==> config.mk <==
export PLATFORM = sky130hd
export DESIGN_NAME = vga_timing
export DESIGN_NICKNAME = d
export VERILOG_FILES = /design/src/rtl/vga_timing.sv
export SDC_FILE = /design/constraint.sdc
export NUM_CORES = 1
export LEC_CHECK = 0
export ABC_AREA = 1
export CORE_MARGIN = 1
export CORE_UTILIZATION = 57
export CTS_CLUSTER_SIZE = 24
export DETAILED_ROUTE_END_ITERATION = 10
export PLACE_DENSITY = 0.83
export SLEW_MARGIN = 20
export SYNTH_ARGS = -nofsm -noshare
export SYNTH_HDL_FRONTEND = slang
export SYNTH_SLANG_ARGS = --single-unit
export TNS_END_PERCENT = 30
==> constraint.sdc <==
create_clock -name clk -period 2.67 [get_ports clk]
set_input_delay 0.534 -clock clk [delete_from_list [all_inputs] [get_ports clk]]
set_output_delay 0.534 -clock clk [all_outputs]
set_load 0.1 [all_outputs]
==> src/rtl/vga_timing.sv <==
// VGA raster timing generator: h/v counters advanced by pix_en, registered syncs/coords/pulses.
// Optional VGA_FRAME_CNT_EN adds a 16-bit wrapping frame counter output.
module vga_timing #(
    parameter int H_ACTIVE = 640,
    parameter int H_FP     = 16,
    parameter int H_SYNC   = 96,
    parameter int H_BP     = 48,
    parameter int V_ACTIVE = 480,
    parameter int V_FP     = 10,
    parameter int V_SYNC   = 2,
    parameter int V_BP     = 33,
    parameter int SYNC_POL = 0
) (
    input  logic       clk,
    input  logic       rst,
    input  logic       pix_en,
    output logic       hsync,
    output logic       vsync,
    output logic       active,
    output logic [9:0] x,
    output logic [9:0] y,
    output logic       line_start,
    output logic       frame_start
`ifdef VGA_FRAME_CNT_EN
    ,
    output logic [15:0] frame_cnt
`endif
);
    localparam int H_TOTAL = H_ACTIVE + H_FP + H_SYNC + H_BP;
    localparam int V_TOTAL = V_ACTIVE + V_FP + V_SYNC + V_BP;
    localparam int HW = $clog2(H_TOTAL);
    localparam int VW = $clog2(V_TOTAL);
    localparam logic SP = 1'(SYNC_POL);

    logic [HW-1:0] h_cnt, h_nxt;
    logic [VW-1:0] v_cnt, v_nxt;
    logic          h_wrap, act_nxt, hs_nxt, vs_nxt;

    // Outputs are decoded from the post-edge counter values so they line up with h_cnt/v_cnt.
    always_comb begin
        h_wrap  = (h_cnt == HW'(H_TOTAL - 1));
        h_nxt   = h_wrap ? '0 : h_cnt + 1'b1;
        v_nxt   = v_cnt;
        if (h_wrap)
            v_nxt = (v_cnt == VW'(V_TOTAL - 1)) ? '0 : v_cnt + 1'b1;
        act_nxt = (h_nxt < HW'(H_ACTIVE)) && (v_nxt < VW'(V_ACTIVE));
        hs_nxt  = (h_nxt >= HW'(H_ACTIVE + H_FP)) && (h_nxt < HW'(H_ACTIVE + H_FP + H_SYNC));
        vs_nxt  = (v_nxt >= VW'(V_ACTIVE + V_FP)) && (v_nxt < VW'(V_ACTIVE + V_FP + V_SYNC));
    end

    always_ff @(posedge clk or posedge rst) begin
        if (rst) begin
            h_cnt       <= HW'(H_TOTAL - 1);
            v_cnt       <= VW'(V_TOTAL - 1);
            active      <= 1'b0;
            x           <= '0;
            y           <= '0;
            hsync       <= ~SP;
            vsync       <= ~SP;
            line_start  <= 1'b0;
            frame_start <= 1'b0;
        end else begin
            line_start  <= 1'b0;
            frame_start <= 1'b0;
            if (pix_en) begin
                h_cnt       <= h_nxt;
                v_cnt       <= v_nxt;
                active      <= act_nxt;
                x           <= act_nxt ? 10'(h_nxt) : '0;
                y           <= act_nxt ? 10'(v_nxt) : '0;
                hsync       <= hs_nxt ? SP : ~SP;
                vsync       <= vs_nxt ? SP : ~SP;
                line_start  <= (h_nxt == '0);
                frame_start <= (h_nxt == '0) && (v_nxt == '0);
            end
        end
    end

`ifdef VGA_FRAME_CNT_EN
    always_ff @(posedge clk or posedge rst) begin
        if (rst)
            frame_cnt <= '0;
        else if (pix_en && h_nxt == '0 && v_nxt == '0)
            frame_cnt <= frame_cnt + 16'd1;
    end
`endif
endmodule

Yosys cells after proc, flatten, opt, wreduce, memory -nomap -nowiden --
Cells that the tools add are included.
Storage, ports and cells: logic and storage cells 34, output and inout port bits 25, flip-flop bits (word level) 45, bits of input ports 3
Operators by class: $add $sub $neg 2, reduce and logical (&&, ||, !) cells 6, order comparisons 6, mux-type cells 9, equal/unequal tests 2
Operators by type and width (number):
- 10-bit two-way mux | 5
- 10-bit by 1-bit adder with 10-bit output (second input constant) | 2
- 10-bit == test (second input constant) | 2
- 10-bit zero test | 2
- 10-bit less-than comparator (second input constant) | 2
- 10-bit by 9-bit less-than comparator with 1-bit output (second input constant) | 2
- 10-bit >= comparator (second input constant) | 1
- 10-bit by 9-bit >= comparator with 1-bit output (second input constant) | 1
- 1-bit logical AND | 4
- 1-bit two-way mux | 4

Longest topological paths before layout --
depth in word-level cells 6, gate-level depth with buffers 14, mapped depth without buffers 13

Worst setup path before layout --
Ideal clock, no wire load.
path type register to register, start point register h_cnt[0], end point register x[0], period minus slack after synthesis 1.893 ns, setup slack 0.777 ns, stages on the path, launching flop included 13, required time 2.550 ns, library setup time 0.120 ns, arrival time 1.773 ns, path buffers 1, cell sequence dfstp_2 > ha_1 > nand2_1 > nor2_4 > nand3_4 > nor2_4 > xor2_2 > nand2_2 > inv_2 > nand2_4 > buf_12 > nand3_2 > nand2_1
On the way: longest elaborated chain between the ends 5, elaborated cells on any way between the ends 8, those cells by class add/sub (1); order compare (2); eq/ne (1); mux (3); reduce/logical (1)
Ends and longest elaborated chain:
- from (decl) | line 35 | logic [HW-1:0] h_cnt, h_nxt;
- from (signal assigned) | line 53 | h_cnt <= HW'(H_TOTAL - 1);
- from (signal assigned) | line 66 | h_cnt <= h_nxt;
- 10-bit by 1-bit adder with 10-bit output or 10-bit == test (tied branches) | line 42, 41
- 10-bit two-way mux, on equally long branches | line 42, 44
- 10-bit less-than comparator or 10-bit by 9-bit less-than comparator with 1-bit output (tied branches) | line 46 | act_nxt = (h_nxt < HW'(H_ACTIVE)) && (v_nxt < VW'(V_ACTIVE));
- 1-bit logical AND | line 46
- 10-bit two-way mux * | line 69 | x <= act_nxt ? 10'(h_nxt) : '0;
- to (signal assigned) | line 69
- to (decl) | line 20 | output logic [9:0] x,
Every way passes the cells marked *; elsewhere a longest branch is shown, timed or not. A chain may end at the register's enable or synchronous reset.

Final worst setup path --
start point register h_cnt[0], end point register x[9]
The elaborated chain is that of the path after synthesis.

==> run summary <==
Setup path
• Critical-path top delay cell: dfstp_2
• Critical Path Start Type: register
• critical path's top delay family: simple AND/OR/NAND/NOR gates
• type of element capturing the critical path: register
• largest stage delay on the critical path: 0.57 ns
• CP Data Arrival Time: 2.51 ns
• critical path cell sequence: ha_1 > nand2_1 > nor2_4 > nand3_4 > o21ai_1 > nand2_2 > inv_2 > nand2_2 > inv_2 > nand2_4 > nand3_2 > nand2_1
• origin of the critical flop-to-flop path: h_cnt[0]$_DFFE_PP1P_
• number of buffer and inverter stages on the critical path: 2
• worst-path fanout max: 21
• WS Path Type: register to register
• launching instance or port of the critical path: h_cnt[0]$_DFFE_PP1P_
• CP required: 2.87 ns

Synth
• adder-cell area share of the yosys netlist: 0.0136
• distinct cell type count after synthesis: 29
• Synth Area in Simple Gates: 0.394
• xor/xnor share of the synthesized area: 0.0155
• proportion of synthesized chip area in sequential cells: 0.415
• mux contribution to synthesized area: 0
• Avg Synthesized Cell Area: 7.73 um^2
• syn nets: 362
• synthesized netlist cell count: 356
• YS warnings: 0
• cell area after synthesis: 0.00275 mm^2
• flip-flop and latch count after synthesis: 45
• combinational family with the most area after synthesis: simple AND/OR/NAND/NOR gates
• post-synthesis compound-gate area fraction: 0.0641

Layout
• Layout Nets: 389
• filler-free cell count of the finished design: 436
• fraction of final layout cells with drive strength greater than 1: 0.245
• most common cell after layout, fill and taps aside: nand2_1
• most used cells in the layout excluding fill and tap cells: nand2_1 (103), nor2_1 (49), inv_1 (37)
• final std cell area, no fill: 0.00305 mm^2
• layout overhead on the synthesized area: 10.9%
• Antenna Diode Count: 0

Die
• core outline area: 0.00450 mm^2
• number of core rows: 24
• num ports: 28
• initial core utilization: 0.611
• floorplan die width: 71.5 um
• die height: 71.5 um
• full die area: 0.00511 mm^2

Pwr
• total internal power: 1.33 mW
• share of total power in sequential cells: 0.372
• maximum ir drop on the vdd rail: 0.683 mV
• sw frac: 0.500
• switching power total: 1.33 mW
• Pleak: 1.60 nW
• relative contribution of combinational cells to total power: 0.463
• Clk network pwr share: 0.165
• P per Cell Area: 872 mW/mm^2

STA
• share of the clock period used by the worst path after layout: 0.864
• clock skew after layout: 0.0123 ns
• timing-limited maximum frequency: 434 MHz
• worst-case hold slack: 0.478 ns
• Final Max Slew Viols: 0
• accumulated negative setup slack: 0 ns
• final number of hold-violating endpoints: 0
• relative slew slack: 0.613
• actual slew at the worst max-slew pin: 0.580 ns
• final number of setup-violating endpoints: 0
• worst path setup slack after routing: 0.364 ns
• RSZ-0062 raised after global routing: false
• Min Clock Period, post-route: 2.31 ns

Clock network
• clk sink count: 45
• postcts setup bufs: 0
• CTS tree: yes
• CTS Hold Bufs: 0
• Clock Pin Slew Worst Setup and Hold Paths: 0.09 ns
• clock root cell: clkbuf_8
• CTS Buf Count: 5
• H-tree depth reported by CTS: 2
• insertion delay to the later sink of the worst-skew pair: 0.31 ns
• Max Buffers Root-to-Sink: 2
• post-cts gate resize count: 0

Hold path
• worst min-delay path category: register to register
• launch point of the worst hold path: hsync$_DFFE_PP1P_

Place
• half-perimeter wire length after placement: 4.43 mm
• post-place setup slack: 0.415 ns
• routability-driven placement congestion ratio: 0.979
• placement-stage cell area: 0.00296 mm^2
• count of port buffers added during placement: 27
• placed instance count: 428

Run
• number of max-capacitance violations reported: 0

Drt
• total vias in the final route: 2405
• 1st-pass router iterations: 8
• average wire per cell in the routed design: 13.9 um
• met3 routed WL: 486 um
• overall routed net length: 6.05 mm
• highest layer used for signal routing: met4
• Post-route DRC: 0
• met2 wirelength from detailed routing: 2.65 mm
• number of DRC markers after the initial detailed-route iteration: 236
• post-detailed-route via-to-cell ratio: 5.52
• WL met1: 2.82 mm
• number of nets still failing antenna checks after routing: 0

GRT
• global-route wire length before repair: 10.2 mm
• vias in the first global route: 2209
• GR Overflow Total: 0
• initial antenna violation count: 0
• Tot GR Track Use: 0.258
• maximum number of pins on one net before global-route repair: 46

Run status
• result of the run: finished, final reports clean

layer usage:
metal	global-route usage	up-vias
met3	0.0619	15
met5	0	-
li1	-	1171
met1	0.383	1095
met2	0.379	124
met4	0.0697	0
area by class of cell:
cell class | count | area, um^2
clock buffers | 5 | 68.8
clock inverters | 3 | 21.3
fillers | 384 | 1450
inverters | 43 | 161
multi-input cells | 255 | 1340
flip-flops and latches | 45 | 1140
well taps | 52 | 65.1
repair buffers | 33 | 253
stage by stage:
stage / utilization / power, mW
CTS: 0.678 / 2.66
global route: 0.678 / 2.80
floorplan: - / 1.97
global placement: 0.658 / 2.21
finish: 0.678 / 2.66
detailed placement: 0.658 / 2.22
registers in the layout, indices dropped and copies added (netlist names):
signal       flops
h_cnt           10
x               10
frame_start      1
active           1
v_cnt           10
y               10
line_start       1
vsync            1
hsync            1
worst paths after layout:
path,cells after the start,endpoint,slack (ns)
max in group asynchronous,3,h_cnt[4]$_DFFE_PP1P_,1.59
min in group asynchronous,3,y[7]$_DFFE_PP0P_,0.67
worst max register to register,12,x[9]$_DFFE_PP0P_,0.36
worst min register to register,2,hsync$_DFFE_PP1P_,0.48
worst min-delay path,2,hsync$_DFFE_PP1P_,0.48
worst max-delay path,12,x[9]$_DFFE_PP0P_,0.36
worst register-to-register path: stages, from the launching register on:
cell and delay [ns]:
dfstp_2 0.57, ha_1 0.21, nand2_1 0.12, nor2_4 0.18
nand3_4 0.23, o21ai_1 0.24, nand2_2 0.10, inv_2 0.06
nand2_2 0.05, inv_2 0.06, nand2_4 0.18, nand3_2 0.15
nand2_1 0.06
synthesized netlist by cell type (all sizes together):
cell	count	share of area
nor3	2	0.0036
nand2	111	0.16
o21bai	15	0.041
nand3b	1	0.0027
nand3	43	0.12
o21ai	9	0.018
buf	7	0.031
dfstp	12	0.11
dfrtp	33	0.30
nand4	9	0.020
xor2	4	0.015
a21oi	3	0.0055
ha	3	0.014
clkbuf	6	0.0082
inv	43	0.059
nor2	55	0.086
logic make-up (layout without fill, tap and decap cells):
logic type	Yosys count	count (layout)
AND/OR/NAND/NOR	221	221
XOR/XNOR	4	4
adder cells (fa/ha/maj)	3	3
AO/OA/AOI/OAI	27	27
flip-flops	45	45
buffers and inverters	56	84
power by group through the flow:
stage | clock network [mW] | logic [mW] | registers (mW)
final | 0.439 | 1.23 | 0.989
after global routing | 0.466 | 1.33 | 1.01
after CTS | 0.444 | 1.23 | 0.987
after detailed placement | 0 | 1.23 | 0.997
after global placement | 0 | 1.21 | 0.995
after floorplan | 0 | 0.481 | 1.49
Note: power is estimated with default switching activity, not from simulation.
